### src/rtl/i_tree_param.sv
// Isolation-tree anomaly scorer: deserialises MSB-first samples, walks a heap-ordered threshold tree one level/cycle.
// Result 1+path_len cycles after the last bit; result held until score_ready, one-deep buffer, later samples dropped (sticky overrun).
module i_tree_param #(
    parameter int                                DATA_W   = 8,
    parameter int                                DEPTH    = 3,
    parameter logic [(2**DEPTH-1)*DATA_W-1:0]    THRESH   = 56'hE0A06020C04080,
    parameter logic [2**DEPTH-2:0]               ISO_MASK = 7'b0000100,
    parameter int                                ANOM_LEN = 2,
    parameter int                                CNT_W    = 8
) (
    input  logic                         clk,
    input  logic                         reset,
    input  logic                         sensor_data,
    input  logic                         sensor_valid,
    input  logic                         frame_sync,
    input  logic                         score_ready,
    output logic                         score_valid,
    output logic                         anomaly_detected,
    output logic [$clog2(DEPTH+1)-1:0]   path_len,
    output logic [DATA_W-1:0]            sample_out,
    output logic                         overrun,
    output logic [CNT_W-1:0]             anomaly_count
);
    localparam int PL_W  = $clog2(DEPTH+1);
    localparam int NW    = DEPTH + 1;
    localparam int CW    = (DATA_W > 1) ? $clog2(DATA_W) : 1;
    localparam int NODES = 2**DEPTH - 1;

    localparam logic [1:0] S_IDLE = 2'd0;
    localparam logic [1:0] S_WALK = 2'd1;
    localparam logic [1:0] S_DONE = 2'd2;

    // Tables padded to the full child-index range so lookups need no range guard.
    logic [DATA_W-1:0] thr [2**NW];
    logic [2**NW-1:0]  iso_ext;

    for (genvar i = 0; i < 2**NW; i++) begin : g_tab
        if (i < NODES) begin : g_node
            assign thr[i] = THRESH[i*DATA_W +: DATA_W];
        end else begin : g_pad
            assign thr[i] = '0;
        end
        if (i > 0 && i < NODES) begin : g_iso
            assign iso_ext[i] = ISO_MASK[i];
        end else begin : g_noiso
            assign iso_ext[i] = 1'b0;
        end
    end

    logic [1:0]        state_q, state_d;
    logic [CW-1:0]     cnt_q, cnt_d;
    logic [DATA_W-1:0] shift_q, shift_d;
    logic [DATA_W-1:0] hold_q, hold_d;
    logic              hold_v_q, hold_v_d;
    logic [DATA_W-1:0] samp_q, samp_d;
    logic [NW-1:0]     node_q, node_d;
    logic [PL_W-1:0]   level_q, level_d;
    logic              score_valid_q, score_valid_d;
    logic              anom_q, anom_d;
    logic [PL_W-1:0]   path_q, path_d;
    logic [DATA_W-1:0] sample_out_q, sample_out_d;
    logic              overrun_q, overrun_d;
    logic [CNT_W-1:0]  acnt_q, acnt_d;

    logic [CW-1:0]     eff_cnt;
    logic              complete;
    logic              pop;
    logic [DATA_W-1:0] full;
    logic              lt;
    logic [NW-1:0]     child;
    logic [PL_W-1:0]   lvl_nx;
    logic              finish;
    logic [PL_W-1:0]   fin_len;

    always_comb begin
        state_d       = state_q;
        cnt_d         = cnt_q;
        shift_d       = shift_q;
        hold_d        = hold_q;
        hold_v_d      = hold_v_q;
        samp_d        = samp_q;
        node_d        = node_q;
        level_d       = level_q;
        score_valid_d = score_valid_q;
        anom_d        = anom_q;
        path_d        = path_q;
        sample_out_d  = sample_out_q;
        overrun_d     = overrun_q;
        acnt_d        = acnt_q;
        finish        = 1'b0;
        fin_len       = '0;

        eff_cnt  = frame_sync ? '0 : cnt_q;
        complete = sensor_valid && (eff_cnt == CW'(DATA_W-1));
        pop      = (state_q == S_IDLE) && hold_v_q;
        full     = (shift_q << 1) | DATA_W'(sensor_data);

        cnt_d = eff_cnt;
        if (sensor_valid) begin
            shift_d = full;
            cnt_d   = complete ? '0 : eff_cnt + CW'(1);
        end

        // A pop and a completing write on the same edge both take effect.
        if (pop) hold_v_d = 1'b0;
        if (complete) begin
            if (hold_v_q && !pop) begin
                overrun_d = 1'b1;
            end else begin
                hold_d   = full;
                hold_v_d = 1'b1;
            end
        end

        lt     = samp_q < thr[node_q];
        child  = (node_q << 1) + (lt ? NW'(1) : NW'(2));
        lvl_nx = level_q + PL_W'(1);

        case (state_q)
            S_IDLE: begin
                if (hold_v_q) begin
                    samp_d  = hold_q;
                    node_d  = '0;
                    level_d = '0;
                    state_d = S_WALK;
                end
            end
            S_WALK: begin
                if (lvl_nx == PL_W'(DEPTH)) begin
                    finish  = 1'b1;
                    fin_len = PL_W'(DEPTH);
                end else if (iso_ext[child]) begin
                    finish  = 1'b1;
                    fin_len = lvl_nx;
                end else begin
                    node_d  = child;
                    level_d = lvl_nx;
                end
                if (finish) begin
                    state_d       = S_DONE;
                    score_valid_d = 1'b1;
                    path_d        = fin_len;
                    sample_out_d  = samp_q;
                    anom_d        = int'(fin_len) < ANOM_LEN;
                end
            end
            S_DONE: begin
                if (score_ready) begin
                    score_valid_d = 1'b0;
                    state_d       = S_IDLE;
                    if (anom_q && (acnt_q != '1)) acnt_d = acnt_q + CNT_W'(1);
                end
            end
            default: state_d = S_IDLE;
        endcase
    end

    always_ff @(posedge clk) begin
        if (reset) begin
            state_q       <= S_IDLE;
            cnt_q         <= '0;
            shift_q       <= '0;
            hold_q        <= '0;
            hold_v_q      <= 1'b0;
            samp_q        <= '0;
            node_q        <= '0;
            level_q       <= '0;
            score_valid_q <= 1'b0;
            anom_q        <= 1'b0;
            path_q        <= '0;
            sample_out_q  <= '0;
            overrun_q     <= 1'b0;
            acnt_q        <= '0;
        end else begin
            state_q       <= state_d;
            cnt_q         <= cnt_d;
            shift_q       <= shift_d;
            hold_q        <= hold_d;
            hold_v_q      <= hold_v_d;
            samp_q        <= samp_d;
            node_q        <= node_d;
            level_q       <= level_d;
            score_valid_q <= score_valid_d;
            anom_q        <= anom_d;
            path_q        <= path_d;
            sample_out_q  <= sample_out_d;
            overrun_q     <= overrun_d;
            acnt_q        <= acnt_d;
        end
    end

    assign score_valid      = score_valid_q;
    assign anomaly_detected = anom_q;
    assign path_len         = path_q;
    assign sample_out       = sample_out_q;
    assign overrun          = overrun_q;
    assign anomaly_count    = acnt_q;

endmodule
### config.mk
export PLATFORM = sky130hd
export DESIGN_NAME = i_tree_param
export DESIGN_NICKNAME = d
export VERILOG_FILES = /design/src/rtl/i_tree_param.sv
export SDC_FILE = /design/constraint.sdc
export NUM_CORES = 1
export LEC_CHECK = 0
export BUFFER_PORTS_ARGS = -buffer_cell sky130_fd_sc_hd__buf_4
export CAP_MARGIN = 20
export CORE_MARGIN = 5
export CORE_UTILIZATION = 52
export DETAILED_ROUTE_END_ITERATION = 12
export MAX_ROUTING_LAYER = met4
export PLACE_DENSITY_LB_ADDON = 0.05
export SETUP_SLACK_MARGIN = 0.15
export SLEW_MARGIN = 30
export SYNTH_ARGS = -nofsm -noshare
export SYNTH_HDL_FRONTEND = slang
export SYNTH_SLANG_ARGS = --single-unit
### constraint.sdc
create_clock -name clk -period 3.25 [get_ports clk]
set_clock_uncertainty 0.1 [all_clocks]
set_input_delay 0.1625 -clock clk [delete_from_list [all_inputs] [get_ports clk]]
set_output_delay 0.1625 -clock clk [all_outputs]
set_load 0.02 [all_outputs]
Word level (Yosys, flattened, before mapping)
Memories as Yosys holds them, arrays and structs flattened.
Cells that the tools add are included.

operators by class
  add/subtract/negate cells = 4
  multiply operators = 0
  divide/modulo/power cells = 0
  magnitude comparators = 4
  equality and inequality tests = 10
  shifts and indexed selects = 0
  muxes and demuxes = 31
  bitwise gates (word level) = 3
  reduce and logical (&&, ||, !) cells = 16

operators by type and width
  kind                                                                  number
  2-bit 2-to-1 mux                                                      10
  8-bit 2-to-1 mux                                                      2
  4-bit 2-to-1 mux                                                      3
  2-bit inequality test, second input constant                          5
  1-bit 2-to-1 mux                                                      9
  3-bit 2-to-1 mux                                                      3
  3-bit AND reduction                                                   3
  8-bit by 1-bit adder with 8-bit output, second input constant         1
  8-bit < comparator                                                    1
  8-bit inequality test, second input constant                          1
  8-bit by 1-bit bitwise OR with 8-bit output                           1
  4-bit case mux with 2 select lines                                    1
  2-bit AND reduction                                                   4
  2-bit case mux with 3 select lines                                    1
  5-bit greater-or-equal comparator, second input constant              1
  4-bit by 5-bit < comparator with 1-bit output, second input constant  1
  4-bit NOT with 5-bit output                                           1
  4-bit by 2-bit adder with 4-bit output                                1
  2-bit == test, second input constant                                  2
  1-bit logical AND                                                     4
  2-bit case mux with 2 select lines                                    1
  4-bit AND reduction                                                   1
  2-bit nonzero test                                                    2
  3-bit by 1-bit adder with 3-bit output, second input constant         1
  8 further kinds                                                       8

storage, ports and cells
  register bits after elaboration = 56
  bits in latches = 0
  memory bits (writable) = 0
  ROM bits = 144
  input bits = 6
  output and inout bits = 21
  logic and storage cells = 84
  memories kept = 2

memory list
  name             words  bits a word  rd ports  clocked after memory_dff  write ports  line  source
  (no name shown)  16     8            1         0                         0            115   lt = samp_q < thr[node_q];
  (no name shown)  16     1            1         0                         0            132   end else if (iso_ext[child]) begin

Depth between registers and ports, before layout
  word-level depth = 14
  mapped depth = 14
  gate-level depth less buffers = 13

Worst setup path after synthesis
Ideal clock, no wire load.

  path kind = reg2reg
  from = register node_q[0]
  to = register level_q[1]
  setup time = 0.126 ns
  arrival time = 2.844 ns
  data required time = 3.024 ns
  path slack = 0.180 ns
  cell stages (with the launch flop) = 15
  buffers on the path = 1
  clock period less this slack = 3.070 ns
  cell sequence = dfxtp_1 ha_1 mux2i_1 or2_2 ha_1 or2_2 a21oi_1 a21oi_1 ha_1 ha_1 nor2b_1 a211o_1 buf_2 mux2i_1 nor2b_1

on the way
  cells in the longest elaborated chain, start to end = 11

ends and longest elaborated chain
  element                                               line  source
  from (decl)                                           56    logic [NW-1:0] node_q, node_d;
  from (signal assigned)                                181   node_q <= node_d;
  4-bit NOT with 5-bit output (implied by the code)     115
  memory read 16 x 8 bit                                n/a
  8-bit 2-to-1 mux (implied by the code) (2 in series)  115
  8-bit < comparator                                    115
  2-bit 2-to-1 mux                                      116   child = (node_q << 1) + (lt ? NW'(1) : NW'(2));
  4-bit by 2-bit adder with 4-bit output (*)            116
  memory read 16 x 1 bit (*)                            n/a
  1-bit 2-to-1 mux (implied by the code) (*)            132
  2-bit inequality test (no source line) (*)            n/a
  4-bit AND reduction (no source line) (*)              n/a
  to (signal assigned)                                  182   level_q <= level_d;
  to (decl)                                             57    logic [PL_W-1:0] level_q, level_d;

Mark *: on every way between the ends. The rest lies on a longest branch, timed or not. The select of a mux whose other input is x is not followed.
A chain may end at the register's enable or synchronous reset.

Worst setup path after layout
Same ends and word-level chain as after synthesis.

==> results.py <==
metrics = {
    "cells_and_area": {
        "layout-drive-gt1-share_pct": 23.39,
        "syn_to_final_growth_pct": 19.56,
        "num-nets-final": 312,
        "insertedDiodeCount": 0,
    },
    "synthesis": {
        "ys_top_cells_by_count": "56 x dfxtp_1, 33 x a21oi_1, 27 x nor2_1",
        "synth_largest_type_area_fraction_pct": 46.00,
        "top_count_cell_post_synth": "dfxtp_1",
        "syn_nets": 286,
        "yosys.cell_types.count": 41,
        "ys_seq_elements": 56,
        "synth-edff-count": 0,
        "netlist_instances": 269,
        "synth_area_per_cell_um2": 9.061,
        "synth.largest_area_cell": "dfxtp_1",
        "netlist_top_cells_area": "dfxtp_1 46%, mux2i_1 8.6%, a21oi_1 6.8%, ha_1 5.6%, nor2_1 4.2%",
        "synthesized_cell_area_um2": 2437,
        "synth.yosys.seq_area_share_pct": 46.00,
        "synthArstFlopShare_pct": 0,
        "yosys_warnings": 0,
        "synth_flop_cell": "dfxtp_1",
    },
    "power": {
        "leakagePower_uw": 0.001101,
        "power_density_nw_per_um2": 371.4,
        "report.power.total_uw": 1082,
        "vdd_drop_max_mv": 0.2805,
    },
    "timing": {
        "final.period_utilization_pct": 91.21,
        "layout_min_cycle_time_ns": 2.964,
        "final-setup-viol-count": 0,
        "maxSlewHeadroom_pct": 58.97,
        "timing.final.max_slew_violations": 0,
        "grt_setup_unrepaired": "no",
        "timing.fmax_ghz": 0.3373,
        "report.final.hold_viol_count": 0,
        "tns_ns": 0,
        "worst_pin_slew_ns": 0.6128,
        "timing.final.ws_setup_ns": 0.2856,
    },
    "placed_design": {
        "place.detailed.hpwl_um": 3270,
        "port_buffers": 26,
        "gpl.final_weighted_congestion": 0.8358,
        "dp_worst_setup_slack_ns": 0.01841,
    },
    "global_routing": {
        "antenna_found_initial": 0,
        "first_global_vias": 1840,
        "grt_start_max_net_pins": 59,
        "global_route_wire_length_before_repair_um": 8424,
        "gr-total-overflow": 0,
        "groute.usage.overall_pct": 17.23,
    },
    "route": {
        "number_of_drc_markers_in_iteration_0": 92,
        "antenna_left": 0,
        "num_vias": 1923,
        "route.detailed.wl_per_inst_um": 14.22,
        "post_detailed_route_drc_marker_count": 0,
        "postRouteWirelength_um": 4962,
        "route.detailed.vias_per_inst": 5.510,
        "drt_first_pass_iters": 4,
    },
    "floorplan": {
        "ioPinCount": 27,
        "die_y_um": 78.47,
        "starting_density_of_the_core_pct": 52.65,
        "die_w_um": 78.47,
        "floorplan.die_area_um2": 6157,
        "design.core.area_um2": 4629,
        "fp-row-count": 25,
    },
    "critical_path": {
        "cp.required_ns": 3.32,
        "path_max_fanout": 7,
        "critPathArrivalTime_ns": 3.04,
        "class_of_the_most_critical_setup_path": "reg2reg",
        "critical_path.endpoint_type": "flip-flop",
        "timing.critical_path.from_type": "flip-flop",
    },
    "clock_tree": {
        "cts_tree": "yes",
        "clkSlewWorstSetupHoldPaths_ns": 0.10,
        "clk_latency_ns": 0.30,
        "htreeDepth": 2,
        "clock-sinks": 56,
        "cts_root_buf": "clkbuf_8",
        "cts-buffers-inserted": 5,
        "clock_tree.buffer_depth": 2,
    },
    "run": {
        "drv.max_cap_violation_count": 0,
    },
    "status": {
        "run_status": "complete, no violations",
    },
    "worst_hold_path": {
        "hold_path_class": "in2reg",
    },
}
state kept, by name (all words and copies together), names as in the netlist, 2 cells and up:
register and cells:
level_q 2, hold_q 8, state_q 2, anomaly_count 8
cnt_q 3, path_len 2, sample_out 8, shift_q 7
samp_q 8, node_q 4
area by class of cell:
class / instances / area, um2
Fill cell: 414 / 1715
Timing Repair Buffer: 36 / 276.5
Clock inverter: 2 / 12.51
Clock buffer: 5 / 68.82
Sequential cell: 56 / 1124
Tap cell: 54 / 67.56
Inverter: 6 / 22.52
Multi-Input combinational cell: 190 / 1343
placed cells by master, fill, tap and decap left out, drive strengths merged, types with 2 or more instances in the layout:
| cell | instances |
|---|---|
| or2 | 2 |
| a21oi | 33 |
| dfxtp | 56 |
| ha | 11 |
| or4 | 3 |
| buf | 35 |
| or3 | 3 |
| nand2b | 2 |
| nand4b | 3 |
| o31ai | 4 |
| mux2i | 21 |
| a31oi | 2 |
| nor2b | 8 |
| a22oi | 2 |
| nor2 | 28 |
| o21ai | 13 |
| clkbuf | 5 |
| nand2 | 25 |
| nand3 | 14 |
| inv | 6 |
through the flow:
step	area (um2)	hold slack [ns]	std cells	utilization, %
after global placement	2660	0.3137	338	57.46
after detailed placement	2660	0.3178	338	57.46
after floorplan	2437	0.1674	269	-
after global routing	2914	0.06432	349	62.95
final	2914	0.06471	349	62.95
after CTS	2819	0.04740	347	60.89
power by group:
group	switching [uW]	internal [uW]	total (uW)	leakage [uW]
registers	1.24	688	689	0.000452
clock network	217	147	363	0.0000400
logic	19.3	10.1	29.3	0.000608
metal layers:
metal,part of all wire (%),vias to the layer above,track usage (%)
li1,-,986,-
met1,49,906,22.58
met2,47,23,26.97
met3,2.8,8,2.867
met4,1.3,0,6.119
met5,0,-,-
kinds of logic after synthesis:
logic type	Yosys count	synth area share [%]
AND/OR/NAND/NOR	94	19.71
multiplexers	21	8.624
buffers and inverters	23	4.414
AO/OA/AOI/OAI	62	14.89
flip-flops	56	46.00
XOR/XNOR	2	0.7188
adder cells (fa/ha/maj)	11	5.647
worst max-delay path: stages (launching register included):
cell and delay [ns]:
dfxtp_2 0.34, ha_4 0.26, mux2i_1 0.06, or2_4 0.24
ha_4 0.21, or2_4 0.23, a21oi_2 0.15, a21oi_2 0.07
ha_2 0.21, ha_4 0.18, xnor2_4 0.15, a211o_4 0.39
mux2i_1 0.12, nor2b_1 0.13
repair_timing:
action,4_1_cts,5_1_grt
buffers inserted,1,2
hold endpoints to repair,2,0
setup endpoints to repair,18,20
pin swaps,5,8
hold buffers,1,0
gates resized for setup,10,18
worst paths after layout:
| path | startpoint | to | slack (ns) | cells past startpoint |
|---|---|---|---|---|
| worst min-delay path | score_ready | state_q[1] | 0.06 | 4 |
| worst min register to register | hold_q[7] | samp_q[7] | 0.36 | 2 |
| worst max register to register | node_q[0] | level_q[1] | 0.29 | 13 |
| worst max-delay path | node_q[0] | level_q[1] | 0.29 | 13 |
(Power assumes the default switching activity.)
